**src/rtl/lsu_pkg.sv**
```systemverilog
// -----------------------------------------------------------------------------
// lsu_pkg
//   Shared definitions for the load/store unit:
//     - lsu_state_e : FSM state encoding (IDLE / ACCESS / RESP)
//     - lsu_op_e    : operation encoding (NOP / LD / ST)
//     - CNT_W       : wait-counter width
//     - CNT_MAX     : largest wait count the counter can hold
//     - decode_op() : maps the is_ld/is_st request pair to an operation
// -----------------------------------------------------------------------------
package lsu_pkg;

    typedef enum logic [1:0] {
        ST_IDLE   = 2'd0,
        ST_ACCESS = 2'd1,
        ST_RESP   = 2'd2
    } lsu_state_e;

    typedef enum logic [1:0] {
        OP_NOP = 2'd0,
        OP_LD  = 2'd1,
        OP_ST  = 2'd2
    } lsu_op_e;

    localparam int unsigned CNT_W   = 4;
    localparam int unsigned CNT_MAX = (1 << CNT_W) - 1;

    // Both flags low or both high is treated as a no-operation.
    function automatic lsu_op_e decode_op(input logic is_ld, input logic is_st);
        lsu_op_e op;
        op = OP_NOP;
        if (is_ld && !is_st) begin
            op = OP_LD;
        end else if (is_st && !is_ld) begin
            op = OP_ST;
        end
        return op;
    endfunction

endpackage

```
**src/rtl/lsu_wait_timer.sv**
```systemverilog
// -----------------------------------------------------------------------------
// lsu_wait_timer
//   Loadable down-counter that times the ACCESS phase of the load/store unit.
//   Ports:
//     clk     in  rising-edge clock
//     rst     in  asynchronous active-high reset (counter -> 0)
//     load_i  in  load WAIT_CYCLES into the counter
//     dec_i   in  decrement (ignored when already zero)
//     zero_o  out counter is zero
// -----------------------------------------------------------------------------
module lsu_wait_timer
    import lsu_pkg::*;
#(
    parameter int unsigned WAIT_CYCLES = 1
) (
    input  logic clk,
    input  logic rst,
    input  logic load_i,
    input  logic dec_i,
    output logic zero_o
);

    logic [CNT_W-1:0] cnt_q;
    logic [CNT_W-1:0] cnt_d;

    always_comb begin
        cnt_d = cnt_q;
        if (load_i) begin
            cnt_d = CNT_W'(WAIT_CYCLES);
        end else if (dec_i && (cnt_q != '0)) begin
            cnt_d = cnt_q - 1'b1;
        end
    end

    always_ff @(posedge clk or posedge rst) begin
        if (rst) begin
            cnt_q <= '0;
        end else begin
            cnt_q <= cnt_d;
        end
    end

    assign zero_o = (cnt_q == '0);

endmodule

```
**src/rtl/load_store_unit.sv**
```systemverilog
// -----------------------------------------------------------------------------
// load_store_unit
//   Initiator side of the data-memory load/store interface. Accepts one request
//   per valid/ready handshake, holds the memory strobes/address/data for
//   WAIT_CYCLES+1 ACCESS cycles, captures load data on the last ACCESS cycle and
//   returns a one-cycle response.
//
//   Optional feature (macro LSU_BOUNDS_CHK_EN): requests with
//   req_addr >= MEM_WORDS skip memory and respond with resp_err=1. Without the
//   macro resp_err is always 0 and addresses pass through unchanged.
//
//   Ports:
//     clk, rst                 clock, asynchronous active-high reset
//     req_valid / req_ready    request handshake (ready only in IDLE)
//     req_is_ld, req_is_st     operation select (both or neither = NOP)
//     req_addr, req_wdata      word address and store data
//     resp_valid               one-cycle response strobe
//     resp_rdata, resp_err     load data (held between responses), error flag
//     mem_isLd, mem_isSt       memory load / store enables
//     mem_address, mem_data_in memory address and write data
//     mem_data_out             memory read data (combinational)
// -----------------------------------------------------------------------------
module load_store_unit
    import lsu_pkg::*;
#(
    parameter int unsigned DATA_W      = 32,
    parameter int unsigned MEM_WORDS   = 16,
    parameter int unsigned WAIT_CYCLES = 1
) (
    input  logic              clk,
    input  logic              rst,
    input  logic              req_valid,
    output logic              req_ready,
    input  logic              req_is_ld,
    input  logic              req_is_st,
    input  logic [DATA_W-1:0] req_addr,
    input  logic [DATA_W-1:0] req_wdata,
    output logic              resp_valid,
    output logic [DATA_W-1:0] resp_rdata,
    output logic              resp_err,
    output logic              mem_isLd,
    output logic              mem_isSt,
    output logic [DATA_W-1:0] mem_address,
    output logic [DATA_W-1:0] mem_data_in,
    input  logic [DATA_W-1:0] mem_data_out
);

    if (WAIT_CYCLES > CNT_MAX) begin : g_bad_wait
        $error("load_store_unit: WAIT_CYCLES must be in 0..15");
    end
    if (MEM_WORDS < 1) begin : g_bad_words
        $error("load_store_unit: MEM_WORDS must be at least 1");
    end

    lsu_state_e        state_q, state_d;
    lsu_op_e           op_q,    op_d;
    logic [DATA_W-1:0] addr_q,  addr_d;
    logic [DATA_W-1:0] wdata_q, wdata_d;
    logic [DATA_W-1:0] rdata_q, rdata_d;
    logic              err_q,   err_d;

    logic timer_load;
    logic timer_dec;
    logic cnt_zero;
    logic oob;
    logic in_access;

`ifdef LSU_BOUNDS_CHK_EN
    assign oob = (req_addr >= DATA_W'(MEM_WORDS));
`else
    assign oob = 1'b0;
`endif

    assign in_access = (state_q == ST_ACCESS);

    lsu_wait_timer #(
        .WAIT_CYCLES (WAIT_CYCLES)
    ) u_timer (
        .clk    (clk),
        .rst    (rst),
        .load_i (timer_load),
        .dec_i  (timer_dec),
        .zero_o (cnt_zero)
    );

    // Next-state and register-update logic.
    always_comb begin
        state_d    = state_q;
        op_d       = op_q;
        addr_d     = addr_q;
        wdata_d    = wdata_q;
        rdata_d    = rdata_q;
        err_d      = err_q;
        timer_load = 1'b0;
        case (state_q)
            ST_IDLE: begin
                if (req_valid) begin
                    op_d       = decode_op(req_is_ld, req_is_st);
                    addr_d     = req_addr;
                    wdata_d    = req_wdata;
                    err_d      = oob;
                    timer_load = 1'b1;
                    // NOP and out-of-range requests never touch memory.
                    if ((op_d == OP_NOP) || oob) begin
                        state_d = ST_RESP;
                        rdata_d = '0;
                    end else begin
                        state_d = ST_ACCESS;
                    end
                end
            end
            ST_ACCESS: begin
                if (cnt_zero) begin
                    state_d = ST_RESP;
                    rdata_d = (op_q == OP_LD) ? mem_data_out : '0;
                end
            end
            ST_RESP: begin
                state_d = ST_IDLE;
            end
            default: begin
                state_d = ST_IDLE;
            end
        endcase
    end

    assign timer_dec = in_access && !cnt_zero;

    always_ff @(posedge clk or posedge rst) begin
        if (rst) begin
            state_q <= ST_IDLE;
            op_q    <= OP_NOP;
            addr_q  <= '0;
            wdata_q <= '0;
            rdata_q <= '0;
            err_q   <= 1'b0;
        end else begin
            state_q <= state_d;
            op_q    <= op_d;
            addr_q  <= addr_d;
            wdata_q <= wdata_d;
            rdata_q <= rdata_d;
            err_q   <= err_d;
        end
    end

    assign req_ready  = (state_q == ST_IDLE);
    assign resp_valid = (state_q == ST_RESP);
    assign resp_rdata = rdata_q;
    assign resp_err   = err_q && resp_valid;

    // Store strobe only on the final ACCESS cycle so memory sees one write.
    assign mem_isLd    = in_access && (op_q == OP_LD);
    assign mem_isSt    = in_access && (op_q == OP_ST) && cnt_zero;
    assign mem_address = in_access ? addr_q  : '0;
    assign mem_data_in = in_access ? wdata_q : '0;

endmodule

```
**config.mk**
```make
export PLATFORM = sky130hd
export DESIGN_NAME = load_store_unit
export DESIGN_NICKNAME = d
export VERILOG_FILES = /design/src/rtl/lsu_pkg.sv /design/src/rtl/lsu_wait_timer.sv /design/src/rtl/load_store_unit.sv
export SDC_FILE = /design/constraint.sdc
export NUM_CORES = 1
export LEC_CHECK = 0
export ABC_AREA = 0
export BUFFER_PORTS_ARGS = -buffer_cell sky130_fd_sc_hd__clkbuf_2
export CORE_MARGIN = 10
export CORE_UTILIZATION = 30
export CTS_CLUSTER_SIZE = 8
export DETAILED_ROUTE_END_ITERATION = 8
export GPL_TIMING_DRIVEN = 0
export PLACE_DENSITY = 0.59
export SYNTH_ARGS = -nofsm -noshare
export SYNTH_HDL_FRONTEND = slang
export SYNTH_SLANG_ARGS = --single-unit
```
**constraint.sdc**
```tcl
create_clock -name clk -period 8.1 [get_ports clk]
set_input_delay 1.215 -clock clk [delete_from_list [all_inputs] [get_ports clk]]
set_output_delay 1.215 -clock clk [all_outputs]
set_load 0.005 [all_outputs]
```
Yosys cells after proc, flatten, opt, wreduce, memory -nomap -nowiden --
Cells that the tools add are included.
Word-level totals: flip-flop bits (word level) 104, input bits 101, logic and storage cells 52, output and inout port bits 101
Operators by class: reductions and logical operators 19, add/sub/neg operators 1, mux-type cells 19, equal/unequal tests 7
Operators with widths (count):
- 32-bit two-way mux | 6
- 32-bit one-hot mux with 2 select lines | 1
- 2-bit two-way mux | 7
- 4-bit two-way mux | 2
- 1-bit logical AND | 7
- 2-bit by 1-bit equality test with 1-bit output, second input constant | 2
- 2-bit equality test, second input constant | 2
- 2-bit zero test | 2
- 4-bit zero test | 1
- 2-bit inequality test, second input constant | 2
- 2-bit one-hot mux with 2 select lines | 1
- 2-bit AND reduction | 2
- 4-bit AND reduction | 1
- 2-bit nonzero test | 2
- 4-bit nonzero test | 1
- 4-bit by 1-bit subtractor with 4-bit output, second input constant | 1
- 1-bit zero test | 3
- 1-bit two-way mux | 2
- 2-bit by 1-bit inequality test with 1-bit output, second input constant | 1

Longest topological paths before layout --
Gate-level depths: netlist of the first run.
word-level depth 10, depth in mapped cells 7, mapped depth without buffers 5

By module --
A second synthesis of the first run with hierarchy kept.
Second synthesis, totals: cell total of the unflattened synthesis 391, area total of the unflattened synthesis 4884.7 µm²
Modules (own cells, without submodules):
- load_store_unit | cells each 367, area an instance 4643.2 µm², times used 1, seq. area each 2502.4 µm²
- lsu_wait_timer | cells each 24, area an instance 241.5 µm², times used 1, seq. area each 100.1 µm²

Worst setup path before layout of the first run --
Ideal clock, no wire load.
path kind reg2out, start register u_timer.cnt_q[0], end output port mem_isSt, arrival 1263 ps, data required time 6885 ps, slack 5622 ps, cell stages (with the launch flop) 5, path buffers 0, cell sequence dfrtp_1 inv_1 ha_1 or3b_1 nor4_1
On the way: cells in the longest elaborated chain, start to end 2
RTL lines:
- from (decl) | line lsu_wait_timer.sv:23 | logic [CNT_W-1:0] cnt_q;
- from (signal assigned) | line lsu_wait_timer.sv:39 | cnt_q <= cnt_d;
- 4-bit zero test | line lsu_wait_timer.sv:43 | assign zero_o = (cnt_q == '0);
- 1-bit logical AND | line load_store_unit.sv:154 | assign mem_isSt = in_access && (op_q == OP_ST) && cnt_zero;
- to (decl) | line load_store_unit.sv:42 | output logic mem_isSt,
Every way passes these cells.

Final worst setup path of the first run --
Ends and elaborated chain as after synthesis.

==> metrics.csv, run 1 <==
metric,value,unit
outcome,finished clean,
postcts setup bufs,0,
RSZ-0062 raised after global routing,false,
static leakage,3.058,nW
relative slew slack,61.25,%
drt drc,0,
"Top FF cell, synth",dfrtp_1,
PortBufs,200,
vias,3287,
Seq pwr share,42.2,%
internal power,1.366,mW
gr ovfl total,0,
CTS tree,done,
share of cells above drive strength 1,54.30,%
Ant. Diodes,0,
Worst Path Required,6.88,ns
initial antenna violation count,0,
vias in the first global route,3641,
Async SR Flop Fraction,100.0,%
placed cell count,718,
clock-pin slew of the registers on the worst-case setup and hold paths,0.06,ns
Setup crit start kind,flip-flop,
Slew @ Worst Pin,0.5812,ns
hold slack final,0.4961,ns
CTS resizes,0,
Yosys warning count,0,
sequential fraction of the synthesis area,58.82,%
Post-Synthesis Net Count,438,
maximum vdd drop,110.5,µV
Final Hold Viols,0,
initial core utilization,30.56,%
Power Density,337.6,mW/mm²
crit-path max FO,5,
post-synth top area cell,dfrtp_1,
fin crit period,3.074,ns
core outline area,0.01448,mm²
H-tree levels,3,
cts hold-fix bufs,0,
syn_area_per_cell,13.29,µm²
top-count cell post-synth,dfrtp_1,
Detailed Routing Iterations Pass 1,7,
gr usage total,12.01,%
die height,141.4,µm
Clock Tree Root,clkbuf_16,
Peak Freq,325.3,MHz
"Cell Area, Synth",0.004424,mm²
CTS Sinks,104,
initial DRC count,88,
Hold Path Class,reg -> reg,
Clock Latency Late Sink,0.34,ns
largest cells by area after synthesis,"dfrtp_1 59%, mux2_2 17%, and2_1 9.0%",
routed len/inst,16.69,µm
fin cells,731,
Final HPWL DP,9716,µm
total CTS buffers,9,
pin count of the biggest net entering global routing,60,
Switching Share,31.77,%
FP Rows,44,
sw power,635.9,µW
count of different cell masters after synthesis,30,
Die W,141.4,µm
die area,0.02001,mm²
pins over their slew limit,0,
nets,650,
Detailed Route WL,12200,µm
synth-to-layout area growth,33.99,%
clk buf depth,2,
# setup viols final,0,
crit path capture type,output port,
first-pass GRT wire length,19140,µm
Clock Skew,0.004825,ns
CP arrival,1.86,ns
number of flops mapped to enable cells by yosys,0,
Gate Count Post-Synth,333,
post-synthesis sequential element count,104,
setup TNS,0,ns
# Max-Cap Violations,0,
antenna-violating nets left,0,
area fraction of the dominant cell type after synthesis,58.82,%
GPL Wtd Cong,0.7866,
synth cell count leaders,"104 x dfrtp_1, 65 x mux2_2, 64 x and2_1",
period utilisation layout,37.95,%
# IOs,202,
Vias/cell,4.497,
Crit Path Category,reg -> out,
Logic pwr share,39.0,%
final core occ,40.94,%
clock network power share,18.9,%
cell usage in the layout (no fill, tap or decap), types with 2 or more instances in the layout:
cell type	n
nor2b_1	3
buf_2	12
a21oi_1	2
and2_1	64
ha_1	4
clkbuf_16	9
dfrtp_1	104
inv_1	7
buf_4	3
o21ai_0	3
nor3b_1	2
nor3_1	2
clkbuf_2	200
clkinv_2	2
buf_6	3
and3_1	2
nand2_1	3
clkbuf_1	8
nor2_1	3
a22o_1	32
mux2_2	65
sequential cells by signal, indices dropped and copies added (netlist names):
register	flops
addr_q	32
op_q	2
resp_rdata	32
state_q	2
u_timer.cnt_q	4
wdata_q	32
worst paths after layout:
path / start / to / slack, ns / cells past startpoint
max in group asynchronous: rst / wdata_q[23]$_DFFE_PP0P_ / 6.47 / 3
worst max register to register: u_timer.cnt_q[0]$_DFFE_PP0P_ / resp_rdata[10]$_DFFE_PP0P_ / 6.21 / 6
min in group asynchronous: rst / resp_rdata[22]$_DFFE_PP0P_ / 0.93 / 2
worst min register to register: addr_q[8]$_DFFE_PP0P_ / addr_q[8]$_DFFE_PP0P_ / 0.50 / 1
worst max-delay path: u_timer.cnt_q[0]$_DFFE_PP0P_ / mem_isSt / 5.03 / 5
worst min-delay path: addr_q[8]$_DFFE_PP0P_ / addr_q[8]$_DFFE_PP0P_ / 0.50 / 1
power groups by stage:
stage	Clock, mW	Sequential, mW	Combinational [mW]
5_1_grt	0.417	0.875	0.879
3_3_place_gp	0	0.841	0.784
3_5_place_dp	0	0.855	0.808
4_1_cts	0.396	0.847	0.809
6_report	0.378	0.844	0.780
2_1_floorplan	0	0.825	0.491
worst max-delay path, stage by stage, from the launching register on:
cell and delay (ns):
dfrtp_1 0.41, inv_1 0.09, ha_1 0.20, or3b_1 0.44, nor4_1 0.20, clkbuf_2 0.18
layer usage:
metal	routed length, µm	track usage [%]	share of wire, %
met2	5743	19.00	47
met3	1173	5.174	9.6
met4	216	4.895	1.8
met5	0	0	0
met1	5071	14.00	42
through the flow:
stage          setup slack [ns]  power (mW)  area (µm²)
2_1_floorplan             4.153       1.316        4424
4_1_cts                   5.022       2.052        5928
5_1_grt                   4.857       2.171        5928
3_3_place_gp              3.002       1.625        5655
3_5_place_dp              5.415       1.663        5685
6_report                  5.026       2.001        5928
logic make-up after synthesis:
kind of cell | synth area share, %
flops | 58.82
simple gates | 11.79
mux | 16.54
compound gates | 7.806
buf+inv | 3.818
fa+ha+maj | 1.131
other cells | 0.08476
area by class of cell:
| cell class | instances | area, µm² |
|---|---|---|
| Buffer | 24 | 138.9 |
| Clock buffer | 11 | 232.7 |
| Clock inverter | 2 | 10.01 |
| Fill cell | 1419 | 8551 |
| Inverter | 8 | 32.53 |
| Multi-Input combinational cell | 197 | 1653 |
| Sequential cell | 104 | 2603 |
| Tap cell | 184 | 230.2 |
| Timing Repair Buffer | 201 | 1028 |
(Power assumes the default switching activity.)
==> inputs of run 2 (changes only) <==
- ABC_AREA: 0 -> 1
- PLACE_DENSITY: 0.59 -> 0.58
- clock period: 8.1 -> 2.95 ns (I/O delays scaled with it)
==> metrics.csv, run 2 <==
metric,value,unit,change
Crit Path Category,reg -> out,,
antenna-violating nets left,0,,unchanged
Clock Skew,0.006671,ns,+0.001846 ns
# setup viols final,0,,unchanged
fin cells,1045,,+43%
CTS resizes,0,,unchanged
top-count cell post-synth,nand2_1,,
Post-Synth XOR/XNOR Area,0.1815,%,+0.18 points
crit-path max FO,10,,+5
FF-to-FF setup slack,1.43,ns,-4.78 ns
initial DRC count,233,,+160%
pin count of the biggest net entering global routing,41,,-32%
Power Density,914.6,mW/mm²,+170%
Post-Synth Adder-Cell Area,1.037,%,-0.094 points
reg-to-reg endpoint,addr_q[3]$_DFFE_PP0P_,,
Logic pwr share,40.6,%,+1.6 points
CP Cell Sequence,"inv_1, ha_1, nand3_2, buf_2, nor2_1, clkbuf_2",,
Switching Share,37.80,%,+6.0 points
core outline area,0.01583,mm²,+9.3%
gr ovfl total,0,,unchanged
GPL Wtd Cong,0.7669,,-2.5%
FP Rows,46,,+4.5%
footprint of the multi-input gates,0.001690,mm²,+2.3%
final core occ,40.96,%,about the same
routed len/inst,14.50,µm,-13%
gr usage total,13.85,%,+1.8 points
RSZ-0062 raised after global routing,false,,
"Cell Area, Synth",0.004825,mm²,+9.0%
Final HPWL DP,11590,µm,+19%
total CTS buffers,9,,unchanged
clk buf depth,2,,unchanged
post-synth top area cell,dfrtp_1,,
Worst path depth,6,,+1
vias,4425,,+35%
initial core utilization,30.48,%,-0.074 points
period utilisation layout,76.20,%,
most frequent cells in the layout,"201 x clkbuf_2, 178 x nand2_1, 104 x dfrtp_1",,
syn_area_per_cell,7.883,µm²,-41%
CP arrival,1.81,ns,-0.05 ns
crit path capture type,output port,,
CTS tree,done,,
die area,0.02155,mm²,+7.7%
cts hold-fix bufs,0,,unchanged
synth cell count leaders,"178 x nand2_1, 104 x dfrtp_1, 101 x nor2_1",,
sw power,2.241,mW,+250%
total power,5.930,mW,+200%
Clock Latency Late Sink,0.35,ns,about the same
post-synthesis sequential element count,104,,unchanged
Slew @ Worst Pin,0.6773,ns,+0.09611 ns
Peak Freq,444.9,MHz,
share of cells above drive strength 1,30.88,%,-23 points
FF-to-FF Start,state_q[1]$_DFFE_PP0P_,,
pins over their slew limit,0,,unchanged
register area,0.002603,mm²,unchanged
main combinational cell family by area after synthesis,simple AND/OR/NAND/NOR gates,,
Ant. Diodes,0,,unchanged
Final Hold Viols,0,,unchanged
multiplexer share of the synthesized area,0,%,-17 points
Async SR Flop Fraction,100.0,%,unchanged
Die W,146.8,µm,+3.8%
# IOs,202,,unchanged
crit path buf inv count,3,,+1
largest cells by area after synthesis,"dfrtp_1 54%, nand2_1 14%, nor2_1 7.9%",,
clock network power share,23.2,%,+4.3 points
CTS Sinks,104,,unchanged
Vias/cell,4.234,,-5.8%
number of flops mapped to enable cells by yosys,0,,unchanged
Placement Setup Slack,1.037,ns,-4.378 ns
relative slew slack,54.75,%,-6.5 points
Worst path max stage delay,0.39,ns,-0.05 ns
Detailed Routing Iterations Pass 1,4,,-3
count of different cell masters after synthesis,25,,-17%
static leakage,3.604,nW,+18%
Final WS setup,0.7021,ns,-4.324 ns
Seq pwr share,36.2,%,-6.0 points
Synth Area in Simple Gates,26.79,%,+15 points
area fraction of the dominant cell type after synthesis,53.94,%,-4.9 points
# fillers,1649,,+16%
die height,146.8,µm,+3.8%
nets,930,,+43%
Post-Synthesis Net Count,717,,+64%
clock-pin slew of the registers on the worst-case setup and hold paths,0.07,ns,about the same
postcts setup bufs,0,,unchanged
synth-to-layout area growth,34.39,%,
"Top FF cell, synth",dfrtp_1,,
fin crit period,2.248,ns,
setup TNS,0,ns,unchanged
critical path's slowest cell,dfrtp_1,,
drt drc,0,,unchanged
maximum vdd drop,315.0,µV,+190%
Detailed Route WL,15150,µm,+24%
placed cell count,1030,,+43%
Hold Path Class,in -> async,,
H-tree levels,3,,unchanged
vias in the first global route,4542,,+25%
PortBufs,200,,unchanged
Gate Count Post-Synth,612,,+84%
Yosys warning count,0,,unchanged
initial antenna violation count,0,,unchanged
r2r worst-path depth,5,,-1
Clock Tree Root,clkbuf_16,,
first-pass GRT wire length,24270,µm,+27%
cell family with most CP delay,buffers and inverters,,
sequential fraction of the synthesis area,53.94,%,-4.9 points
# Max-Cap Violations,0,,unchanged
Setup crit start kind,flip-flop,,
"most common cell after layout, fill and taps aside",clkbuf_2,,
outcome,finished clean,,
post-synthesis compound-gate area fraction,6.950,%,-0.86 points
internal power,3.689,mW,+170%
Worst Path Required,2.51,ns,-4.37 ns
==> run 2: cell types whose count changed after synthesis, sizes merged, moves of 13 or more <==
cell	before	now
a22o	32	0
and2	64	0
buf	18	31
inv	8	75
mux2	65	0
nand2	3	182
nand3	1	36
nor2	3	103
o21ai	3	66
==> run 2: worst max path at each step <==
stage,startpoint,to
after detailed placement,state_q[1]$_DFFE_PP0P_,mem_address[2]
after CTS,state_q[1]$_DFFE_PP0P_,mem_address[2]
final,u_timer.cnt_q[0]$_DFFE_PP0P_,mem_isSt
after floorplan,rst,addr_q[0]$_DFFE_PP0P_
after global placement,rst,wdata_q[14]$_DFFE_PP0P_
after global routing,state_q[1]$_DFFE_PP0P_,mem_address[2]
==> run 2: through the flow <==
| step | hold WS [ns] | area (µm²) |
|---|---|---|
| floorplan | 0.4645 | 4828 |
| global placement | 0.4793 | 6100 |
| detailed placement | 0.4961 | 6140 |
| CTS | 0.1863 | 6484 |
| global route | 0.2184 | 6484 |
| finish | 0.1746 | 6484 |
==> run 2: layout make-up <==
class                      count  area share, %
clock buffer                  10          3.686
buffer                        37          3.821
clock inverter                 5          1.621
inverter                      75          4.438
tap                          216          4.168
sequential                   104          40.14
multi-input combinational    396          26.07
timing repair buffer         202          16.06
==> run 2: worst register-to-register path, cell delays in order, from the launching register on <==
cell	delay (ns)
dfrtp_1	0.39
nor2_2	0.14
nand2_2	0.14
inv_4	0.14
clkbuf_1	0.41
o21ai_0	0.16
==> run 2: per-layer routing <==
layer | share of wire, % | GRT usage (%) | vias to the layer above
met5 | 0 | 0 | -
met4 | 1.3 | 4.354 | 0
met3 | 8.6 | 4.576 | 12
met2 | 43 | 20.65 | 156
met1 | 47 | 18.53 | 1985
li1 | - | - | 2272
==> run 2: kinds of logic (layout without fill, tap and decap cells) <==
kind of cell	count (synthesis)	count (layout)
XOR/XNOR	1	1
other	1	1
adder cells (fa/ha/maj)	4	4
AO/OA/AOI/OAI	67	67
AND/OR/NAND/NOR	323	323
buffers and inverters	112	329
flip-flops	104	104
==> run 2: power groups by stage <==
stage          Sequential [mW]  Clock [mW]  Combinational, mW
3_5_place_dp              2.17           0               2.47
2_1_floorplan             2.15           0               1.50
3_3_place_gp              2.16           0               2.45
4_1_cts                   2.15        1.41               2.48
6_report                  2.15        1.38               2.41
5_1_grt                   2.20        1.47               2.77
==> inputs of run 3 (changes only) <==
- clock period: 2.95 -> 2.2 ns (I/O delays scaled with it)
==> metrics.csv, run 3 (synthesis gave the netlist of run 2 again) <==
metric,value,unit,change
clock-pin slew of the registers on the worst-case setup and hold paths,0.07,ns,about the same
pins over their slew limit,0,,unchanged
Worst path max stage delay,0.39,ns,about the same
H-tree levels,3,,unchanged
Detailed Routing Iterations Pass 1,4,,unchanged
vias,4436,,+0.25%
Peak Freq,487.8,MHz,
CP arrival,1.72,ns,-0.09 ns
drt drc,0,,unchanged
nets,930,,unchanged
Switching Share,37.78,%,about the same
GPL Wtd Cong,0.7669,,unchanged
cell family with most CP delay,buffers and inverters,,
relative slew slack,54.56,%,-0.19 points
Clock Latency Late Sink,0.34,ns,about the same
first-pass GRT wire length,24270,µm,unchanged
Seq pwr share,36.1,%,about the same
FP Rows,46,,unchanged
RSZ-0062 raised after global routing,false,,
most frequent cells in the layout,"203 x clkbuf_2, 178 x nand2_1, 104 x dfrtp_1",,
period utilisation layout,93.17,%,
# Max-Cap Violations,0,,unchanged
die height,146.8,µm,unchanged
critical path's slowest cell,dfrtp_1,,
setup TNS,0,ns,unchanged
initial DRC count,215,,-7.7%
final core occ,41.06,%,+0.095 points
core outline area,0.01583,mm²,unchanged
# setup viols final,0,,unchanged
pin count of the biggest net entering global routing,41,,unchanged
Die W,146.8,µm,unchanged
initial core utilization,30.48,%,unchanged
# IOs,202,,unchanged
Crit Path Category,reg -> out,,
Clock Tree Root,clkbuf_16,,
gr ovfl total,0,,unchanged
CTS Sinks,104,,unchanged
sw power,3.012,mW,+34%
internal power,4.961,mW,+34%
Ant. Diodes,0,,unchanged
initial antenna violation count,0,,unchanged
FF-to-FF setup slack,0.68,ns,-0.75 ns
Worst Path Required,1.87,ns,-0.64 ns
Logic pwr share,40.8,%,+0.2 points
maximum vdd drop,422.6,µV,+34%
total CTS buffers,9,,unchanged
Final Hold Viols,0,,unchanged
die area,0.02155,mm²,unchanged
crit path buf inv count,3,,unchanged
outcome,finished clean,,
gr usage total,13.85,%,unchanged
share of cells above drive strength 1,31.24,%,+0.36 points
PortBufs,200,,unchanged
Hold Path Class,in -> async,,
crit-path max FO,10,,unchanged
vias in the first global route,4542,,unchanged
clk buf depth,2,,unchanged
placed standard-cell area,0.006140,mm²,unchanged
routed len/inst,14.52,µm,+0.15%
cts hold-fix bufs,0,,unchanged
r2r worst-path depth,5,,unchanged
CP Cell Sequence,"inv_1, ha_2, nand3_4, buf_2, nor2_1, clkbuf_2",,
Detailed Route WL,15180,µm,+0.15%
CTS tree,done,,
crit path capture type,output port,,
Clock Skew,0.005319,ns,-0.001351 ns
fin crit period,2.050,ns,
Power Density,1227,mW/mm²,+34%
antenna-violating nets left,0,,unchanged
synth-to-layout area growth,34.70,%,
Worst path depth,6,,unchanged
static leakage,3.610,nW,+0.16%
Final HPWL DP,11590,µm,unchanged
fin area,0.006499,mm²,+0.23%
Slew @ Worst Pin,0.6802,ns,+0.002913 ns
total power,7.973,mW,+34%
"most common cell after layout, fill and taps aside",clkbuf_2,,
Vias/cell,4.245,,+0.25%
clock network power share,23.1,%,about the same
Setup crit start kind,flip-flop,,
[run 3: per-stage QoR]
| stage | hold WS [ns] | cells | worst slack (ns) |
|---|---|---|---|
| global placement | 0.4793 | 1028 | -0.1906 |
| global route | 0.1059 | 1045 | 0.006980 |
| CTS | 0.07377 | 1045 | 0.01583 |
| detailed placement | 0.4545 | 1030 | 0.3993 |
| finish | 0.06302 | 1045 | 0.1502 |
| floorplan | 0.4510 | 612 | 0.6244 |
[run 3: cell type report]
cell class	instances	area, µm²
clock buffer	10	239.0
timing repair buffer	202	1041
buffer	37	252.7
sequential	104	2603
inverter	75	287.8
tap	216	270.3
multi-input combinational	396	1700
clock inverter	5	105.1
fill	1642	9329
[run 3: worst paths after layout]
| kind | from | end |
|---|---|---|
| min in group clk | req_addr[12] | addr_q[12]$_DFFE_PP0P_ |
| hold / removal | rst | resp_rdata[5]$_DFFE_PP0P_ |
| setup / recovery | u_timer.cnt_q[0]$_DFFE_PP0P_ | mem_isSt |
| max in group asynchronous | rst | wdata_q[8]$_DFFE_PP0P_ |
| hold reg to reg | u_timer.cnt_q[1]$_DFFE_PP0P_ | u_timer.cnt_q[1]$_DFFE_PP0P_ |
| setup reg to reg | state_q[1]$_DFFE_PP0P_ | addr_q[3]$_DFFE_PP0P_ |
[run 3: worst register-to-register path, delay by kind of cell, from the launching register on]
| family | cells | cell delay, ns |
|---|---|---|
| flip-flops | 1 | 0.39 |
| AO/OA/AOI/OAI | 1 | 0.16 |
| buffers and inverters | 2 | 0.55 |
| AND/OR/NAND/NOR | 2 | 0.27 |
[run 3: layer usage]
metal	routed length, µm	vias to the layer above	track usage (%)
met5	0	-	0
met4	192	0	4.354
met3	1342	12	4.576
met2	6568	155	20.65
met1	7072	1997	18.53
li1	-	2272	-
[run 3: power by group through the flow]
stage / logic, mW / clock network (mW) / registers (mW)
CTS: 3.32 / 1.90 / 2.88
floorplan: 2.02 / 0 / 2.88
global route: 3.75 / 1.97 / 2.95
finish: 3.25 / 1.84 / 2.88
global placement: 3.29 / 0 / 2.90
detailed placement: 3.31 / 0 / 2.91
[run 3: what timing repair did]
action | CTS | global route
gates resized for setup | 0 | 6
setup endpoints to repair | 0 | 54
buffers inserted | 0 | 0
